### src/rtl/mem_port_arbiter_if.sv
// Requester-side bundle for one port of the shared RAM arbiter.
// The master modport is the requester and the slave modport is the arbiter.
interface mem_port_arbiter_if;
  logic        req;
  logic        we;
  logic        lock;
  logic [31:0] addr;
  logic [31:0] wdata;
  logic        gnt;
  logic        rvalid;
  logic [31:0] rdata;
  logic        err;

  modport master (
    output req, we, lock, addr, wdata,
    input  gnt, rvalid, rdata, err
  );

  modport slave (
    input  req, we, lock, addr, wdata,
    output gnt, rvalid, rdata, err
  );
endinterface

### src/rtl/mem_port_arbiter.sv
// Two-port (core / debug loader) arbiter in front of a single-port word RAM.
// It provides bounded lock bursts, error responses for bad addresses, and registered read returns.
module mem_port_arbiter #(
  parameter int ADDR_W    = 6,
  parameter int MAX_BURST = 4
) (
  input  logic                clk,
  input  logic                reset,
  mem_port_arbiter_if.slave   c_port,
  mem_port_arbiter_if.slave   d_port,
  output logic                m_we,
  output logic [ADDR_W-1:0]   m_addr,
  output logic [31:0]         m_wdata,
  input  logic [31:0]         m_rdata
);

  localparam int            BW         = (MAX_BURST > 1) ? $clog2(MAX_BURST) : 1;
  localparam logic [BW-1:0] BURST_LAST = BW'(MAX_BURST - 1);

  typedef enum logic [1:0] {
    IDLE  = 2'd0,
    C_OWN = 2'd1,
    D_OWN = 2'd2
  } state_e;

  state_e        state_q, state_d;
  logic          last_q, last_d;        // 0 = core granted last, 1 = debug
  logic [BW-1:0] burst_q, burst_d;
  logic [BW-1:0] burst_inc;

  logic          c_rvalid_q, c_rvalid_d;
  logic          c_err_q, c_err_d;
  logic [31:0]   c_rdata_q, c_rdata_d;
  logic          d_rvalid_q, d_rvalid_d;
  logic          d_err_q, d_err_d;
  logic [31:0]   d_rdata_q, d_rdata_d;

  logic          c_win, d_win, owner_keeps;
  logic          c_gnt, d_gnt;
  logic          c_bad, d_bad;

  // Misaligned or beyond the RAM: still granted, but answered with an error.
  function automatic logic addr_bad(input logic [31:0] a);
    return (a[1:0] != 2'b00) || (a[31:ADDR_W+2] != '0);
  endfunction

  assign c_bad = addr_bad(c_port.addr);
  assign d_bad = addr_bad(d_port.addr);

  always_comb begin
    // NOTE: every always_comb output gets a default first so no path can infer a latch.
    c_win       = 1'b0;
    d_win       = 1'b0;
    owner_keeps = (((state_q == C_OWN) && c_port.lock) ||
                   ((state_q == D_OWN) && d_port.lock)) && (burst_q < BURST_LAST);
    if (c_port.req && !d_port.req) begin
      c_win = 1'b1;
    end else if (d_port.req && !c_port.req) begin
      d_win = 1'b1;
    end else if (c_port.req && d_port.req) begin
      if (owner_keeps) begin
        c_win = (state_q == C_OWN);
        d_win = (state_q == D_OWN);
      end else begin
        c_win = last_q;
        d_win = !last_q;
      end
    end
  end

  // Grants are held off for as long as reset is asserted, so nothing reaches the RAM.
  assign c_gnt = c_win & reset;
  assign d_gnt = d_win & reset;

  always_comb begin
    m_addr  = c_port.addr[ADDR_W+1:2];
    m_wdata = c_port.wdata;
    m_we    = c_gnt & c_port.we & ~c_bad;
    if (d_gnt) begin
      m_addr  = d_port.addr[ADDR_W+1:2];
      m_wdata = d_port.wdata;
      m_we    = d_port.we & ~d_bad;
    end
  end

  assign burst_inc = (burst_q == BURST_LAST) ? burst_q : burst_q + 1'b1;

  always_comb begin
    state_d = IDLE;
    last_d  = last_q;
    burst_d = '0;
    if (c_gnt) begin
      state_d = C_OWN;
      last_d  = 1'b0;
      if ((state_q == C_OWN) && c_port.lock) burst_d = burst_inc;
    end else if (d_gnt) begin
      state_d = D_OWN;
      last_d  = 1'b1;
      if ((state_q == D_OWN) && d_port.lock) burst_d = burst_inc;
    end

    // Reads and bad accesses answer next cycle; rdata holds between responses.
    c_rvalid_d = c_gnt & (~c_port.we | c_bad);
    c_err_d    = c_gnt & c_bad;
    c_rdata_d  = c_rdata_q;
    if (c_rvalid_d) c_rdata_d = c_bad ? 32'h0 : m_rdata;

    d_rvalid_d = d_gnt & (~d_port.we | d_bad);
    d_err_d    = d_gnt & d_bad;
    d_rdata_d  = d_rdata_q;
    if (d_rvalid_d) d_rdata_d = d_bad ? 32'h0 : m_rdata;
  end

  always_ff @(posedge clk or negedge reset) begin
    // NOTE: state updates use non-blocking assignments so every flop samples pre-edge values.
    if (!reset) begin
      state_q    <= IDLE;
      last_q     <= 1'b1;
      burst_q    <= '0;
      c_rvalid_q <= 1'b0;
      c_err_q    <= 1'b0;
      c_rdata_q  <= 32'h0;
      d_rvalid_q <= 1'b0;
      d_err_q    <= 1'b0;
      d_rdata_q  <= 32'h0;
    end else begin
      state_q    <= state_d;
      last_q     <= last_d;
      burst_q    <= burst_d;
      c_rvalid_q <= c_rvalid_d;
      c_err_q    <= c_err_d;
      c_rdata_q  <= c_rdata_d;
      d_rvalid_q <= d_rvalid_d;
      d_err_q    <= d_err_d;
      d_rdata_q  <= d_rdata_d;
    end
  end

  assign c_port.gnt    = c_gnt;
  assign c_port.rvalid = c_rvalid_q;
  assign c_port.err    = c_err_q;
  assign c_port.rdata  = c_rdata_q;
  assign d_port.gnt    = d_gnt;
  assign d_port.rvalid = d_rvalid_q;
  assign d_port.err    = d_err_q;
  assign d_port.rdata  = d_rdata_q;

endmodule

### src/flat_wrapper.sv
// flat-port wrapper written by rule: the top's interface ports become plain ports
module mem_port_arbiter_flat 
#(
  parameter int ADDR_W    = 6,
  parameter int MAX_BURST = 4
)
  (clk, reset, m_we, m_addr, m_wdata, m_rdata, c_port_req, c_port_we, c_port_lock, c_port_addr, c_port_wdata, c_port_gnt, c_port_rvalid, c_port_rdata, c_port_err, d_port_req, d_port_we, d_port_lock, d_port_addr, d_port_wdata, d_port_gnt, d_port_rvalid, d_port_rdata, d_port_err);
  mem_port_arbiter_if c_port_i ();
  mem_port_arbiter_if d_port_i ();
  input  logic clk;
  input  logic reset;
  output logic m_we;
  output logic [ADDR_W-1:0] m_addr;
  output logic [31:0] m_wdata;
  input  logic [31:0] m_rdata;
  input wire logic [$bits(c_port_i.req)-1:0] c_port_req;
  input wire logic [$bits(c_port_i.we)-1:0] c_port_we;
  input wire logic [$bits(c_port_i.lock)-1:0] c_port_lock;
  input wire logic [$bits(c_port_i.addr)-1:0] c_port_addr;
  input wire logic [$bits(c_port_i.wdata)-1:0] c_port_wdata;
  output wire logic [$bits(c_port_i.gnt)-1:0] c_port_gnt;
  output wire logic [$bits(c_port_i.rvalid)-1:0] c_port_rvalid;
  output wire logic [$bits(c_port_i.rdata)-1:0] c_port_rdata;
  output wire logic [$bits(c_port_i.err)-1:0] c_port_err;
  input wire logic [$bits(d_port_i.req)-1:0] d_port_req;
  input wire logic [$bits(d_port_i.we)-1:0] d_port_we;
  input wire logic [$bits(d_port_i.lock)-1:0] d_port_lock;
  input wire logic [$bits(d_port_i.addr)-1:0] d_port_addr;
  input wire logic [$bits(d_port_i.wdata)-1:0] d_port_wdata;
  output wire logic [$bits(d_port_i.gnt)-1:0] d_port_gnt;
  output wire logic [$bits(d_port_i.rvalid)-1:0] d_port_rvalid;
  output wire logic [$bits(d_port_i.rdata)-1:0] d_port_rdata;
  output wire logic [$bits(d_port_i.err)-1:0] d_port_err;
  assign c_port_i.req = c_port_req;
  assign c_port_i.we = c_port_we;
  assign c_port_i.lock = c_port_lock;
  assign c_port_i.addr = c_port_addr;
  assign c_port_i.wdata = c_port_wdata;
  assign c_port_gnt = c_port_i.gnt;
  assign c_port_rvalid = c_port_i.rvalid;
  assign c_port_rdata = c_port_i.rdata;
  assign c_port_err = c_port_i.err;
  assign d_port_i.req = d_port_req;
  assign d_port_i.we = d_port_we;
  assign d_port_i.lock = d_port_lock;
  assign d_port_i.addr = d_port_addr;
  assign d_port_i.wdata = d_port_wdata;
  assign d_port_gnt = d_port_i.gnt;
  assign d_port_rvalid = d_port_i.rvalid;
  assign d_port_rdata = d_port_i.rdata;
  assign d_port_err = d_port_i.err;
  mem_port_arbiter #(.ADDR_W(ADDR_W), .MAX_BURST(MAX_BURST)) u_core (.clk(clk), .reset(reset), .c_port(c_port_i), .d_port(d_port_i), .m_we(m_we), .m_addr(m_addr), .m_wdata(m_wdata), .m_rdata(m_rdata));
endmodule
### config.mk
export PLATFORM = sky130hd
export DESIGN_NAME = mem_port_arbiter_flat
export DESIGN_NICKNAME = d
export VERILOG_FILES = /design/src/rtl/mem_port_arbiter_if.sv /design/src/rtl/mem_port_arbiter.sv /design/src/flat_wrapper.sv
export SDC_FILE = /design/constraint.sdc
export NUM_CORES = 1
export LEC_CHECK = 0
export ABC_AREA = 1
export CORE_MARGIN = 10
export CORE_UTILIZATION = 35
export DETAILED_ROUTE_END_ITERATION = 10
export GPL_ROUTABILITY_DRIVEN = 0
export GPL_TIMING_DRIVEN = 0
export MAX_ROUTING_LAYER = met4
export PLACE_DENSITY = 0.91
export REMOVE_ABC_BUFFERS = 1
export SYNTH_ARGS = -nofsm -noshare
export SYNTH_HDL_FRONTEND = slang
export SYNTH_SLANG_ARGS = --single-unit
### constraint.sdc
create_clock -name clk -period 2.55 [get_ports clk]
set_input_delay 0.765 -clock clk [delete_from_list [all_inputs] [get_ports clk]]
set_output_delay 0.765 -clock clk [all_outputs]
set_load 0.02 [all_outputs]
==> results.txt <==
status = finished with violations
failing checks = negative setup slack
Netlist cell types = 20
post-route minimum period = 2.74 ns
fin nets = 1083
Clock Path Buffers = 2
Crit path required time = 1.79 ns
final setup TNS = -5.86 ns
post-DP HPWL = 13.0 mm
height of the die = 126 microns
Achievable Freq = 365 MHz
initial antenna violation count = 0
leakage power figure = 0.00421 uW
synth warn = 0
global-route wire length before repair = 31.9 mm
cts bufs inserted = 9
CP Capture Type = output pin
Max-slew headroom = 49.7%
CP peak stage delay = 0.21 ns
num rows = 38
Critical Path Stages = 11
H-tree depth = 3
Die ar. = 15800 sq um
dpl ws = -1.99 ns
CP Launch Type = input port
Sink Count = 73
DRT iter0 DRCs = 499
First-pass DRT Iterations = 7
diode count = 0
Final Hold Vio Count = 0
crit-path max FO = 6
critical path type = in -> out
Initial Util = 36.0%
Cells after Synth = 594
maximum vdd drop = 315 uV
routed wire length = 22.4 mm
placed cells = 985
Residual DRC = 0
worst reg2reg setup slack = 0.28 ns
slack of the critical path = -0.193 ns
Ports = 277
CORE AREA = 10900 sq um
CP most frequent cell = nand2_2
Power Dens Cells = 397 nW/um^2
vias per cell = 5.00
post-synth top area share = 46.0%
sequential fraction of the synthesis area = 46.6%
hold slack = 0.208 ns
Hold Crit Class = in -> async
Max Cap Viol = 0
CTS clk-pin slew, worst paths = 0.08 ns
clk_lat worst skew = 0.36 ns
pin count of the biggest net entering global routing = 34
Seq cells post-synth = 73
fin cells = 1060
vias in the first global route = 5664
reg2reg end = u_core.c_port.rdata[19]
worst-path cell chain = buf_2, nand3_2, nand2_2, nand2_2, nand2_2, nand3_4, buf_12, nand2_8, nand2_1, nand2_2, buf_6
Netlist Area Pre-Place = 3920 sq um
final worst path period share = 108%
crit path buf inv count = 3
top post-synthesis cells by area = dfrtp_1, nand2_1, nor2_1
Yosys top cell by area = dfrtp_1
crit path to = m_wdata[31]
count of final setup violators = 39
I/O Buffers = 276
Post-DRT Antenna Nets = 0
Worst-Margin Slew = 0.753 ns
share of cells above drive strength 1 = 28.7%
area growth from synthesis to layout = 109%
pins over their slew limit = 0
routed vias = 5303
DR WL/cell = 21.1 microns
clock skew = 0.00858 ns
RSZ-0062 raised after global routing = true
CTS Hold Bufs = 0
reg2reg path depth = 12
fin util = 75.2%
R2R Path Start = u_core.state_q[1]
delay-heaviest family, CP = simple AND/OR/NAND/NOR gates
CTS tree = yes
syn_area_per_cell = 6.60 sq um
Root Buffer = clkbuf_8
Critical Path AT = 1.98 ns
crit path max-delay cell type = buf_12
Die W = 126 microns
GRT Util Overall = 26.4%
critical path startpoint = d_port_lock
grt total ovfl = 0
[flip-flops by register name (all words and copies together), names as in the netlist]
name                  count
u_core.d_port.err         1
u_core.last_q             1
u_core.c_port.rdata      32
u_core.d_port.rvalid      1
u_core.d_port.rdata      32
u_core.burst_q            2
u_core.state_q            2
u_core.c_port.rvalid      1
u_core.c_port.err         1
[cell families (layout without fill, tap and decap cells)]
group | count (synthesis) | in the layout | synth area share (%)
simple gates | 446 | 456 | 44.2
flops | 73 | 73 | 46.6
compound gates | 4 | 4 | 0.574
buf+inv | 71 | 387 | 8.56
[Yosys cell counts, drive strengths merged]
| library cell | n |
|---|---|
| nand2 | 331 |
| nand4 | 2 |
| nor2 | 99 |
| clkbuf | 5 |
| nand3 | 13 |
| buf | 21 |
| a21oi | 1 |
| dfstp | 1 |
| o21ai | 1 |
| a31oi | 2 |
| dfrtp | 72 |
| or2 | 1 |
| inv | 45 |
[where the power goes]
part	switching [uW]	internal (uW)	leakage, uW
clock network	476	551	0.000109
registers	4.93	1170	0.00101
logic	542	513	0.00309
[through the flow]
stage | cell area, sq um | power [uW]
floorplan | 3750 | 1440
finish | 8190 | 3260
global placement | 6690 | 1910
detailed placement | 6720 | 1930
global route | 8190 | 3370
CTS | 7890 | 3170
[layer usage]
| metal | GRT usage (%) | part of all wire, % | up-vias |
|---|---|---|---|
| met2 | 46.4 | 52 | 324 |
| met1 | 25.7 | 34 | 2482 |
| met5 | - | 0 | - |
| met4 | 15.2 | 5.6 | 0 |
| met3 | 7.42 | 8.1 | 82 |
| li1 | - | - | 2415 |
[cell usage in the layout (no fill, tap or decap), types with 2 or more instances in the layout]
master           Yosys  routed
nand2_1            329     230
clkdlybuf4s50_1      0     178
nor2_1              99      89
nand2_2              2      77
dfrtp_1             72      72
buf_6                4      43
inv_1               42      39
clkdlybuf4s15_1      0      37
buf_4                6      32
nand2_4              0      23
buf_2               11      14
clkbuf_8             0       9
nand2_8              0       8
nand3_2              1       6
nand3_4              2       6
nor2_2               0       6
buf_12               0       5
nand3_1             10       4
nor2_4               0       4
inv_8                0       4
bufinv_16            0       3
bufbuf_16            0       3
inv_2                2       2
nand4_1              2       2
a31oi_1              2       2
inv_12               0       2
clkinv_4             0       2
clkinv_2             0       2
dlygate4sd2_1        0       2
buf_16               0       2
clkbuf_2             0       2
[final cells by class]
cell class / count / area, sq um
clock buffers: 9 / 124
clock inverters: 7 / 95.1
fillers: 696 / 2700
inverters: 45 / 226
multi-input cells: 460 / 2420
flip-flops and latches: 73 / 1830
well taps: 140 / 175
repair buffers: 319 / 3240
repair inverters: 7 / 86.3
[worst min-delay path by stage]
| stage | depth (start not counted) | end |
|---|---|---|
| after floorplan | 0 | u_core.burst_q[0] |
| after global placement | 2 | u_core.d_port.rdata[24] |
| after detailed placement | 2 | u_core.d_port.rdata[0] |
| after CTS | 1 | u_core.d_port.rdata[14] |
| after global routing | 1 | u_core.c_port.rdata[0] |
| final | 1 | u_core.c_port.rdata[15] |
[timing repair]
action	4_1_cts	5_1_grt
setup endpoints to repair	75	57
gates cloned	19	1
buffers inserted	33	7
pin swaps	69	36
gates resized for setup	505	69
(Power assumes the default switching activity.)
